## src/rtl/uart_pkg.sv

```systemverilog
// Shared types and constants for the memory-mapped 8N1 UART.
package uart_pkg;

    typedef enum logic [1:0] {
        TX_IDLE  = 2'd0,
        TX_START = 2'd1,
        TX_DATA  = 2'd2,
        TX_STOP  = 2'd3
    } tx_fsm_state_t;

    typedef enum logic [1:0] {
        RX_IDLE  = 2'd0,
        RX_START = 2'd1,
        RX_DATA  = 2'd2,
        RX_STOP  = 2'd3
    } rx_fsm_state_t;

    // Register indices, decoded from A[3:2]
    localparam logic [1:0] UART_TXDATA = 2'd0;
    localparam logic [1:0] UART_RXDATA = 2'd1;
    localparam logic [1:0] UART_STATUS = 2'd2;

    // STATUS register bit positions
    localparam int STAT_TX_BUSY   = 0;
    localparam int STAT_RX_VALID  = 1;
    localparam int STAT_OVERRUN   = 2;
    localparam int STAT_FRAME_ERR = 3;

endpackage

```

## src/rtl/uart_bit_timer.sv

```systemverilog
// Loadable down-counter; tick is high while the count sits at zero.
module uart_bit_timer #(
    parameter int CNT_W = 4
) (
    input  logic             clk,
    input  logic             rst,
    input  logic             load,
    input  logic [CNT_W-1:0] loadValue,
    output logic             tick
);

    localparam logic [CNT_W-1:0] CNT_ZERO = {CNT_W{1'b0}};
    localparam logic [CNT_W-1:0] CNT_ONE  = {{(CNT_W-1){1'b0}}, 1'b1};

    logic [CNT_W-1:0] count_r;

    // Reload on request, otherwise count down and park at zero
    always_ff @(posedge clk or negedge rst) begin
        if (!rst) begin
            count_r <= CNT_ZERO;
        end else if (load) begin
            count_r <= loadValue;
        end else if (count_r != CNT_ZERO) begin
            count_r <= count_r - CNT_ONE;
        end else begin
            count_r <= count_r;
        end
    end

    assign tick = (count_r == CNT_ZERO);

endmodule

```

## src/rtl/uart_mm_peripheral.sv

```systemverilog
// Memory-mapped 8N1 UART: TX/RX data and status registers, level irq on rx_valid.
module uart_mm_peripheral
    import uart_pkg::*;
#(
    parameter int DATA_WIDTH = 32,
    parameter int CLK_FREQ   = 50_000_000,
    parameter int BAUD       = 115200
) (
    input  logic                  clk,
    input  logic                  rst,
    input  logic                  we,
    input  logic                  re,
    input  logic [3:0]            A,
    input  logic [DATA_WIDTH-1:0] WD,
    output logic [DATA_WIDTH-1:0] RD,
    input  logic                  rx,
    output logic                  tx,
    output logic                  irq
);

    localparam int CLKS_PER_BIT = CLK_FREQ / BAUD;
    localparam int CNT_W        = $clog2(CLKS_PER_BIT);
    localparam logic [CNT_W-1:0] FULL_LOAD = CNT_W'(CLKS_PER_BIT - 1);
    localparam logic [CNT_W-1:0] HALF_LOAD = CNT_W'(CLKS_PER_BIT / 2);

    logic [1:0]            regSel_s;
    logic                  unusedBits_s;
    logic [DATA_WIDTH-1:0] rdData_s;

    tx_fsm_state_t txState_r;
    logic          txOut_r;
    logic [7:0]    txByte_r;
    logic [2:0]    txBitIdx_r;
    logic          txBusy_s, txStart_s, txLoad_s, txTick_s;

    rx_fsm_state_t rxState_r;
    logic          rxSync1_r, rxSync2_r, rxPrev_r;
    logic [7:0]    rxShift_r, rxData_r;
    logic [2:0]    rxBitIdx_r;
    logic          rxValid_r, overrun_r, frameErr_r;
    logic          rxFallEdge_s, rxTick_s, rxLoad_s, rxDone_s, rxFrameErr_s;
    logic          rxReadClr_s, statusReadClr_s;
    logic [CNT_W-1:0] rxLoadVal_s;

    assign regSel_s     = A[3:2];
    assign unusedBits_s = ^{A[1:0], WD[DATA_WIDTH-1:8]};

    assign txBusy_s  = (txState_r != TX_IDLE);
    assign txStart_s = we && (regSel_s == UART_TXDATA) && !txBusy_s;
    // Bit timer restarts on frame start and at every bit boundary
    assign txLoad_s  = txStart_s || (txBusy_s && txTick_s);

    uart_bit_timer #(.CNT_W(CNT_W)) txTimer (
        .clk       (clk),
        .rst       (rst),
        .load      (txLoad_s),
        .loadValue (FULL_LOAD),
        .tick      (txTick_s)
    );

    // TX frame sequencer; the line output is registered so reset forces it high at once
    always_ff @(posedge clk or negedge rst) begin
        if (!rst) begin
            txState_r  <= TX_IDLE;
            txOut_r    <= 1'b1;
            txByte_r   <= 8'h00;
            txBitIdx_r <= 3'd0;
        end else begin
            case (txState_r)
                TX_IDLE: begin
                    if (txStart_s) begin
                        txState_r  <= TX_START;
                        txOut_r    <= 1'b0;
                        txByte_r   <= WD[7:0];
                        txBitIdx_r <= 3'd0;
                    end
                end
                TX_START: begin
                    if (txTick_s) begin
                        txState_r  <= TX_DATA;
                        txOut_r    <= txByte_r[0];
                        txBitIdx_r <= 3'd0;
                    end
                end
                TX_DATA: begin
                    if (txTick_s) begin
                        if (txBitIdx_r == 3'd7) begin
                            txState_r <= TX_STOP;
                            txOut_r   <= 1'b1;
                        end else begin
                            txBitIdx_r <= txBitIdx_r + 3'd1;
                            txOut_r    <= txByte_r[txBitIdx_r + 3'd1];
                        end
                    end
                end
                TX_STOP: begin
                    if (txTick_s) begin
                        txState_r <= TX_IDLE;
                        txOut_r   <= 1'b1;
                    end
                end
                default: begin
                    txState_r <= TX_IDLE;
                    txOut_r   <= 1'b1;
                end
            endcase
        end
    end

    assign tx = txOut_r;

    // Two-flop synchronizer plus one history flop for falling-edge detection
    always_ff @(posedge clk or negedge rst) begin
        if (!rst) begin
            rxSync1_r <= 1'b1;
            rxSync2_r <= 1'b1;
            rxPrev_r  <= 1'b1;
        end else begin
            rxSync1_r <= rx;
            rxSync2_r <= rxSync1_r;
            rxPrev_r  <= rxSync2_r;
        end
    end

    assign rxFallEdge_s = rxPrev_r && !rxSync2_r;

    // Half a bit to reach mid-start, then whole bits between samples
    always_comb begin
        rxLoad_s    = 1'b0;
        rxLoadVal_s = FULL_LOAD;
        if (rxState_r == RX_IDLE) begin
            rxLoad_s    = rxFallEdge_s;
            rxLoadVal_s = HALF_LOAD;
        end else begin
            rxLoad_s    = rxTick_s;
            rxLoadVal_s = FULL_LOAD;
        end
    end

    uart_bit_timer #(.CNT_W(CNT_W)) rxTimer (
        .clk       (clk),
        .rst       (rst),
        .load      (rxLoad_s),
        .loadValue (rxLoadVal_s),
        .tick      (rxTick_s)
    );

    // RX frame sequencer sampling at mid-bit
    always_ff @(posedge clk or negedge rst) begin
        if (!rst) begin
            rxState_r  <= RX_IDLE;
            rxShift_r  <= 8'h00;
            rxBitIdx_r <= 3'd0;
        end else begin
            case (rxState_r)
                RX_IDLE: begin
                    if (rxFallEdge_s) begin
                        rxState_r <= RX_START;
                    end
                end
                RX_START: begin
                    if (rxTick_s) begin
                        rxBitIdx_r <= 3'd0;
                        rxState_r  <= rxSync2_r ? RX_IDLE : RX_DATA;
                    end
                end
                RX_DATA: begin
                    if (rxTick_s) begin
                        rxShift_r <= {rxSync2_r, rxShift_r[7:1]};
                        if (rxBitIdx_r == 3'd7) begin
                            rxState_r <= RX_STOP;
                        end else begin
                            rxBitIdx_r <= rxBitIdx_r + 3'd1;
                        end
                    end
                end
                RX_STOP: begin
                    if (rxTick_s) begin
                        rxState_r <= RX_IDLE;
                    end
                end
                default: rxState_r <= RX_IDLE;
            endcase
        end
    end

    assign rxDone_s        = (rxState_r == RX_STOP) && rxTick_s && rxSync2_r;
    assign rxFrameErr_s    = (rxState_r == RX_STOP) && rxTick_s && !rxSync2_r;
    assign rxReadClr_s     = re && (regSel_s == UART_RXDATA);
    assign statusReadClr_s = re && (regSel_s == UART_STATUS);

    // Received byte and flags; a new event wins over a same-cycle clearing read
    always_ff @(posedge clk or negedge rst) begin
        if (!rst) begin
            rxData_r   <= 8'h00;
            rxValid_r  <= 1'b0;
            overrun_r  <= 1'b0;
            frameErr_r <= 1'b0;
        end else begin
            if (rxDone_s) begin
                rxData_r <= rxShift_r;
            end
            if (rxDone_s) begin
                rxValid_r <= 1'b1;
            end else if (rxReadClr_s) begin
                rxValid_r <= 1'b0;
            end
            if (rxDone_s && rxValid_r && !rxReadClr_s) begin
                overrun_r <= 1'b1;
            end else if (statusReadClr_s) begin
                overrun_r <= 1'b0;
            end
            if (rxFrameErr_s) begin
                frameErr_r <= 1'b1;
            end else if (statusReadClr_s) begin
                frameErr_r <= 1'b0;
            end
        end
    end

    // Read mux; returns zero unless a read strobe is present
    always_comb begin
        rdData_s = {DATA_WIDTH{1'b0}};
        if (re) begin
            case (regSel_s)
                UART_RXDATA: rdData_s[7:0] = rxData_r;
                UART_STATUS: begin
                    rdData_s[STAT_TX_BUSY]   = txBusy_s;
                    rdData_s[STAT_RX_VALID]  = rxValid_r;
                    rdData_s[STAT_OVERRUN]   = overrun_r;
                    rdData_s[STAT_FRAME_ERR] = frameErr_r;
                end
                default: rdData_s = {DATA_WIDTH{1'b0}};
            endcase
        end else begin
            rdData_s = {DATA_WIDTH{1'b0}};
        end
    end

    assign RD  = rdData_s;
    assign irq = rxValid_r;

endmodule

```

## config.mk

```make
export PLATFORM = sky130hd
export DESIGN_NAME = uart_mm_peripheral
export DESIGN_NICKNAME = d
export VERILOG_FILES = /design/src/rtl/uart_pkg.sv /design/src/rtl/uart_bit_timer.sv /design/src/rtl/uart_mm_peripheral.sv
export SDC_FILE = /design/constraint.sdc
export NUM_CORES = 1
export LEC_CHECK = 0
export BUFFER_PORTS_ARGS = -buffer_cell sky130_fd_sc_hd__buf_4
export CORE_MARGIN = 2
export CORE_UTILIZATION = 30
export CTS_BUF_LIST = sky130_fd_sc_hd__clkbuf_4 sky130_fd_sc_hd__clkbuf_8
export DETAILED_ROUTE_END_ITERATION = 8
export PLACE_DENSITY_LB_ADDON = 0.3
export SYNTH_ARGS = -nofsm -noshare
export SYNTH_HDL_FRONTEND = slang
export SYNTH_HIERARCHICAL = 1
export SYNTH_SLANG_ARGS = --single-unit
```

## constraint.sdc

```tcl
create_clock -name clk -period 7.3 [get_ports clk]
set_input_delay 0.73 -clock clk [delete_from_list [all_inputs] [get_ports clk]]
set_output_delay 0.73 -clock clk [all_outputs]
set_load 0.01 [all_outputs]
```

==> results of run 1 <==
==> registers in the layout (all words and copies together), names as in the netlist, named ones only <==
| name | cells |
|---|---|
| frameErr_r | 1 |
| irq | 1 |
| overrun_r | 1 |
| rxBitIdx_r | 3 |
| rxData_r | 8 |
| rxPrev_r | 1 |
| rxShift_r | 8 |
| rxState_r | 1 |
| rxSync1_r | 1 |
| rxSync2_r | 1 |
| rxTimer/count_r | 9 |
| tx | 1 |
| txBitIdx_r | 3 |
| txByte_r | 8 |
| txState_r | 2 |
| txTimer/count_r | 9 |
==> placed cells by master, fill, tap and decap left out, types with 3 or more instances in the layout <==
cell type,Yosys,routed
a21oi_1,4,4
a22oi_1,6,6
a2bb2oi_1,3,3
a311oi_1,4,4
and3_1,5,5
buf_4,24,25
clkbuf_8,0,9
clkinv_4,0,3
conb_1,2,38
dfrtp_1,55,55
dfstp_2,4,4
ha_1,13,13
inv_1,21,21
mux2_2,19,19
mux2i_1,4,4
nand2_1,46,46
nor2_1,14,14
nor3_1,9,9
nor3b_1,4,4
nor4_1,4,4
o21ai_0,12,12
o31ai_1,8,8
or4_1,4,4
xnor2_1,6,6
==> final cells by class <==
type | count | share of cell area [%]
well taps | 140 | 4.674
repair buffers | 25 | 5.008
clock buffers | 9 | 3.306
multi-input cells | 242 | 43.31
flip-flops and latches | 59 | 39.53
inverters | 21 | 2.104
clock inverters | 7 | 2.070
==> through the flow <==
step                area, sq um  util, %  hold slack (ps)  total power (uW)  setup slack [ps]
CTS                        3747    34.87            363.6              1302              4167
global route               3747    34.87            369.0              1391              3891
finish                     3747    34.87            361.9              1286              4159
global placement           3546    33.00            347.4             975.0              4191
floorplan                  3411        -            345.2             897.8              4430
detailed placement         3546    33.00            352.5             988.3              4187
==> worst paths after layout <==
path / cells past startpoint / slack (ps) / to
worst max register to register: 9 / 4160 / txTimer/count_r[7]
worst min register to register: 0 / 360 / rxSync2_r
max in group asynchronous: 1 / 6320 / rxBitIdx_r[2]
worst min-delay path: 0 / 360 / rxSync2_r
worst max-delay path: 9 / 4160 / txTimer/count_r[7]
min in group asynchronous: 1 / 470 / txTimer/count_r[0]
==> critical path, cell delays in order, from the launching register on <==
cell	delay [ps]
dfrtp_1	410
inv_1	90
ha_1	220
or4b_1	600
or2_4	320
inv_1	200
o21a_1	490
inv_1	250
o311a_1	190
a221o_1	260
==> cells by family (layout without fill, tap and decap cells) <==
| logic type | Yosys count | in the layout | share of synthesized area (%) |
|---|---|---|---|
| buffers and inverters | 57 | 62 | 9.358 |
| adders and majority gates | 13 | 13 | 4.966 |
| muxes | 26 | 26 | 9.702 |
| other | 2 | 38 | 0.2293 |
| xor gates and xnor gates | 6 | 6 | 1.604 |
| DFF | 59 | 59 | 45.23 |
| AOI/OAI and AO/OA | 55 | 55 | 13.14 |
| and+or+nand+nor | 104 | 104 | 15.78 |
==> power by group <==
| group | switching (uW) | total (uW) | internal (uW) |
|---|---|---|---|
| clock network | 144 | 304 | 160 |
| logic | 226 | 459 | 233 |
| registers | 95.3 | 523 | 427 |
| total | 465 | 1290 | 821 |
==> routing by layer <==
metal | vias up | track usage, % | routed length [microns]
met5 | - | 0 | 0
met4 | 0 | 4.121 | 50
met3 | 6 | 3.134 | 200
met2 | 45 | 17.59 | 2809
met1 | 1085 | 13.93 | 2919
li1 | 1149 | - | -
==> reports/metrics.cfg, run 1 <==
[finish]
nets = 412
multi_input_comb_area_sq_um = 1623
area.sequential_sq_um = 1481
antenna-diode-count = 0
area_growth_pct = 14.40
stdcell_count = 503
drive_gt1_share_pct = 19.83
fill_cells = 1093

[clocking]
cts.path.max_buffers = 2
cts-buffers-inserted = 9
htreeDepth = 3
clk_pin_slew_ps = 70
clkSinkCount = 59
cts.repair.resized = 0
ctsHoldBuffers = 0
clockRootBuffer = clkbuf_8
clk_latency_ps = 350
post-cts-setup-buffer-count = 0
cts_tree = built

[yosys]
synthTopCellsByCount = dfrtp_1, nand2_1, buf_4
synthCells = 322
syn_area_per_cell_sq_um = 10.17
synth_area_sq_um = 3276
synth_area_leaders = dfrtp_1, mux2_2, buf_4
synth_top_area_cell = dfrtp_1
ys.flop_type = dfrtp_1
ys.warnings.count = 6
ys_ff_latch = 59
synth.top_cell.area_share_pct = 42.02
async_reset_ff_share_pct = 100.0
synth_edf_count = 0
synth_cell_types = 51
yosysSeqAreaShare_pct = 45.23
synth_most_common_cell = dfrtp_1

[floorplan]
dieArea_sq_um = 11770
initial_utilization_pct = 30.48
io_pins = 75
dieHeight_microns = 108.5
rows = 38
die_width_microns = 108.5
coreArea_sq_um = 10750

[global_route]
grt_max_degree = 60
grt-ovfl-total = 0
grt_pass1_wl_microns = 10260
grt_usage_pct = 10.94
grt_pass1_vias = 2224
grt_antenna_before_repair = 0

[routing]
routed_wl_microns = 5980
drt_pass1_iterations = 4
post-route-drc-count = 0
postRouteAntennaNets = 0
routedWlPerCell_microns = 11.89
num_vias = 2285
first_iter_violations = 70
vias_per_cell = 4.543

[sta]
final.setup_skew_ps = 15.24
fin_crit_sh_pct = 43.03
rsz0062_at_grt = false
finalSetupTns_ps = 0
hold_violations = 0
worst_slew_pin_slew_ps = 781.6
clock.fmax_ghz = 0.3184
slew_headroom_pct = 47.89
setup_viol_count_final = 0
finalMaxSlewViolations = 0
fin_crit_ps = 3141

[setup_path]
crit_start = txTimer/count_r[0]
worstPathRequired_ps = 7520
worst_setup_path_end_kind = flop
r2r_start = txTimer/count_r[0]
cp-start-kind = flop
critical_path_class = reg2reg
arrival_ps = 3360
cp_max_fo = 16

[pwr]
cellLeakagePower_uw = 0.001774
power_density_nw_per_um2 = 343.2
ir_drop_uv = 108.2

[place]
dp_hpwl_microns = 4012
gp_congestion = 0.7485
placedCellCount = 487
io_buffers = 24

[min_path]
hold_start = rxSync1_r
hp-class = reg2reg

[job]
maxCapViolCount = 0

[status]
status = completed

(Power assumes the default switching activity.)
==> run 2, diff against run 1 <==
- clock period: 7.3 -> 2.7 ns (I/O delays scaled with it)
==> run 2 against run 1 <==
- the run now ends with hold timing left
- sequential share of layout area decreased by 0.66 points
- first-iteration DRC count grew 49%
- flip-flop and latch count unchanged
- clock-buffer cell count rose by 1
- sequential power grew to 2.7 times the previous value
- wire length up 2.4%
- global-route usage grew 0.65 points
- register-to-register slack lost 4000 ps
- largest cell class unchanged
==> reports/metrics.cfg, run 2 (same netlist as run 1, synthesis figures left out) <==
[place]
gp_congestion = 0.7492  ; about the same
placedCellCount = 497  ; +2.1%
io_buffers = 24  ; unchanged
dpl_worst_slack_ps = 158.9  ; -4028 ps
dp_hpwl_microns = 4305  ; +7.3%

[status]
violations = hold timing
status = finished, violations left

[finish]
layout_common_cells = dfrtp_1, nand2_1, conb_1
final_common_cell = dfrtp_1
fill_cells = 1099  ; +0.55%
drive_gt1_share_pct = 22.04  ; +2.2 points
nets = 422  ; +2.4%
stdcell_count = 512  ; +1.8%
area_growth_pct = 16.35
reg.largest.list = rxTimer/count_r x9, txTimer/count_r x9
antenna-diode-count = 0  ; unchanged
final_util_pct = 35.47  ; +0.59 points

[setup_path]
worstPathRequired_ps = 2920  ; -4600 ps
r2r_start = rxTimer/count_r[0]
cp_max_fo = 8  ; -8
worst_setup_path_end_kind = flop
critical_path_class = reg2reg
cp-start-kind = flop
arrival_ps = 2770  ; -590 ps
crit_start = rxTimer/count_r[0]

[global_route]
grt_antenna_before_repair = 0  ; unchanged
grt_usage_pct = 11.59  ; +0.65 points
grt_max_degree = 60  ; unchanged
grt_pass1_wl_microns = 10670  ; +4.0%
grt-ovfl-total = 0  ; unchanged
grt_pass1_vias = 2276  ; +2.3%

[min_path]
hp-class = in2async

[pwr]
cellLeakagePower_uw = 0.001817  ; +2.4%
power_density_nw_per_um2 = 915.6  ; +170%
ir_drop_uv = 281.5  ; +160%

[routing]
num_vias = 2338  ; +2.3%
drt_pass1_iterations = 4  ; unchanged
post-route-drc-count = 0  ; unchanged
routed_wl_microns = 6123  ; +2.4%
routedWlPerCell_microns = 11.96  ; +0.59%
first_iter_violations = 104  ; +49%
postRouteAntennaNets = 0  ; unchanged
vias_per_cell = 4.566  ; +0.52%

[sta]
worst_slew_pin_slew_ps = 757.1  ; -24.45 ps
finalMaxSlewViolations = 0  ; unchanged
finalSetupTns_ps = 0  ; unchanged
clock.fmax_ghz = 0.3920  ; +23%
final.setup_skew_ps = 15.06  ; -0.1869 ps
fin_crit_ps = 2551  ; -589.8 ps
fin_crit_sh_pct = 94.49  ; +51 points
hold_slack_ps = -16.47  ; -378.4 ps
setup_slack_ps = 148.7  ; -4010 ps
slew_headroom_pct = 49.52  ; +1.6 points
rsz0062_at_grt = false
hold_violations = 4  ; +4
setup_viol_count_final = 0  ; unchanged

[floorplan]
die_width_microns = 108.5  ; unchanged
rows = 38  ; unchanged
io_pins = 75  ; unchanged
dieHeight_microns = 108.5  ; unchanged
dieArea_sq_um = 11770  ; unchanged
initial_utilization_pct = 30.48  ; unchanged
coreArea_sq_um = 10750  ; unchanged

[clocking]
clk_pin_slew_ps = 80  ; about the same
cts_tree = built
cts-buffers-inserted = 9  ; unchanged
cts.path.max_buffers = 2  ; unchanged
clk_latency_ps = 350  ; about the same
htreeDepth = 3  ; unchanged
ctsHoldBuffers = 0  ; unchanged
post-cts-setup-buffer-count = 0  ; unchanged
clkSinkCount = 59  ; unchanged
clockRootBuffer = clkbuf_8
cts.repair.resized = 0  ; unchanged

[job]
maxCapViolCount = 0  ; unchanged

[run 2: cell count changes in the layout (fill, tap and decap cells not counted), sizes merged]
cell,change
inv,-1
clkinvlp,+1
buf,+10
clkinv,-2
clkbuf,+1
[run 2: worst paths after layout]
kind	endpoint	depth (start not counted)	slack (ps)
min	txTimer/count_r[5]	1	-20
max reg2reg	rxShift_r[1]	8	150
max in group asynchronous	rxShift_r[2]	1	2200
min in group clk	rxSync1_r	1	30
min reg2reg	rxSync2_r	0	360
max	rxShift_r[1]	8	150
[run 2: through the flow]
stage / total power [uW] / instance area [sq um]
floorplan: 2429 / 3415
global placement: 2684 / 3621
detailed placement: 2722 / 3621
CTS: 3529 / 3807
global route: 3781 / 3811
finish: 3490 / 3811
[run 2: power by group]
group,switching [uW],internal [uW]
Sequential,266,1160
Clock,352,427
Combinational,620,668
Total,1240,2250
[run 2: worst max-delay path, cell delays in order, from the launching register on]
cell and delay [ps]:
dfrtp_1 400, inv_1 90, ha_1 220, or4b_1 470, or2_4 280, inv_1 120
buf_4 160, nand3b_1 300, mux2_2 390
[run 2: layout make-up]
cell class	count	area (sq um)	share of cell area [%]
multi-input cells	242	1627	42.68
repair buffers	35	262.8	6.894
inverters	21	78.83	2.068
clock inverters	5	55.05	1.445
well taps	140	175.2	4.596
flip-flops and latches	59	1481	38.87
clock buffers	10	131.4	3.447
[run 2: per-layer routing]
layer  vias up  track usage [%]  part of all wire (%)
met1      1118            14.65                    46
li1       1166                -                     -
met5         -                0                     0
met3         8            4.159                   4.7
met4         0            4.396                   1.3
met2        46            18.13                    48
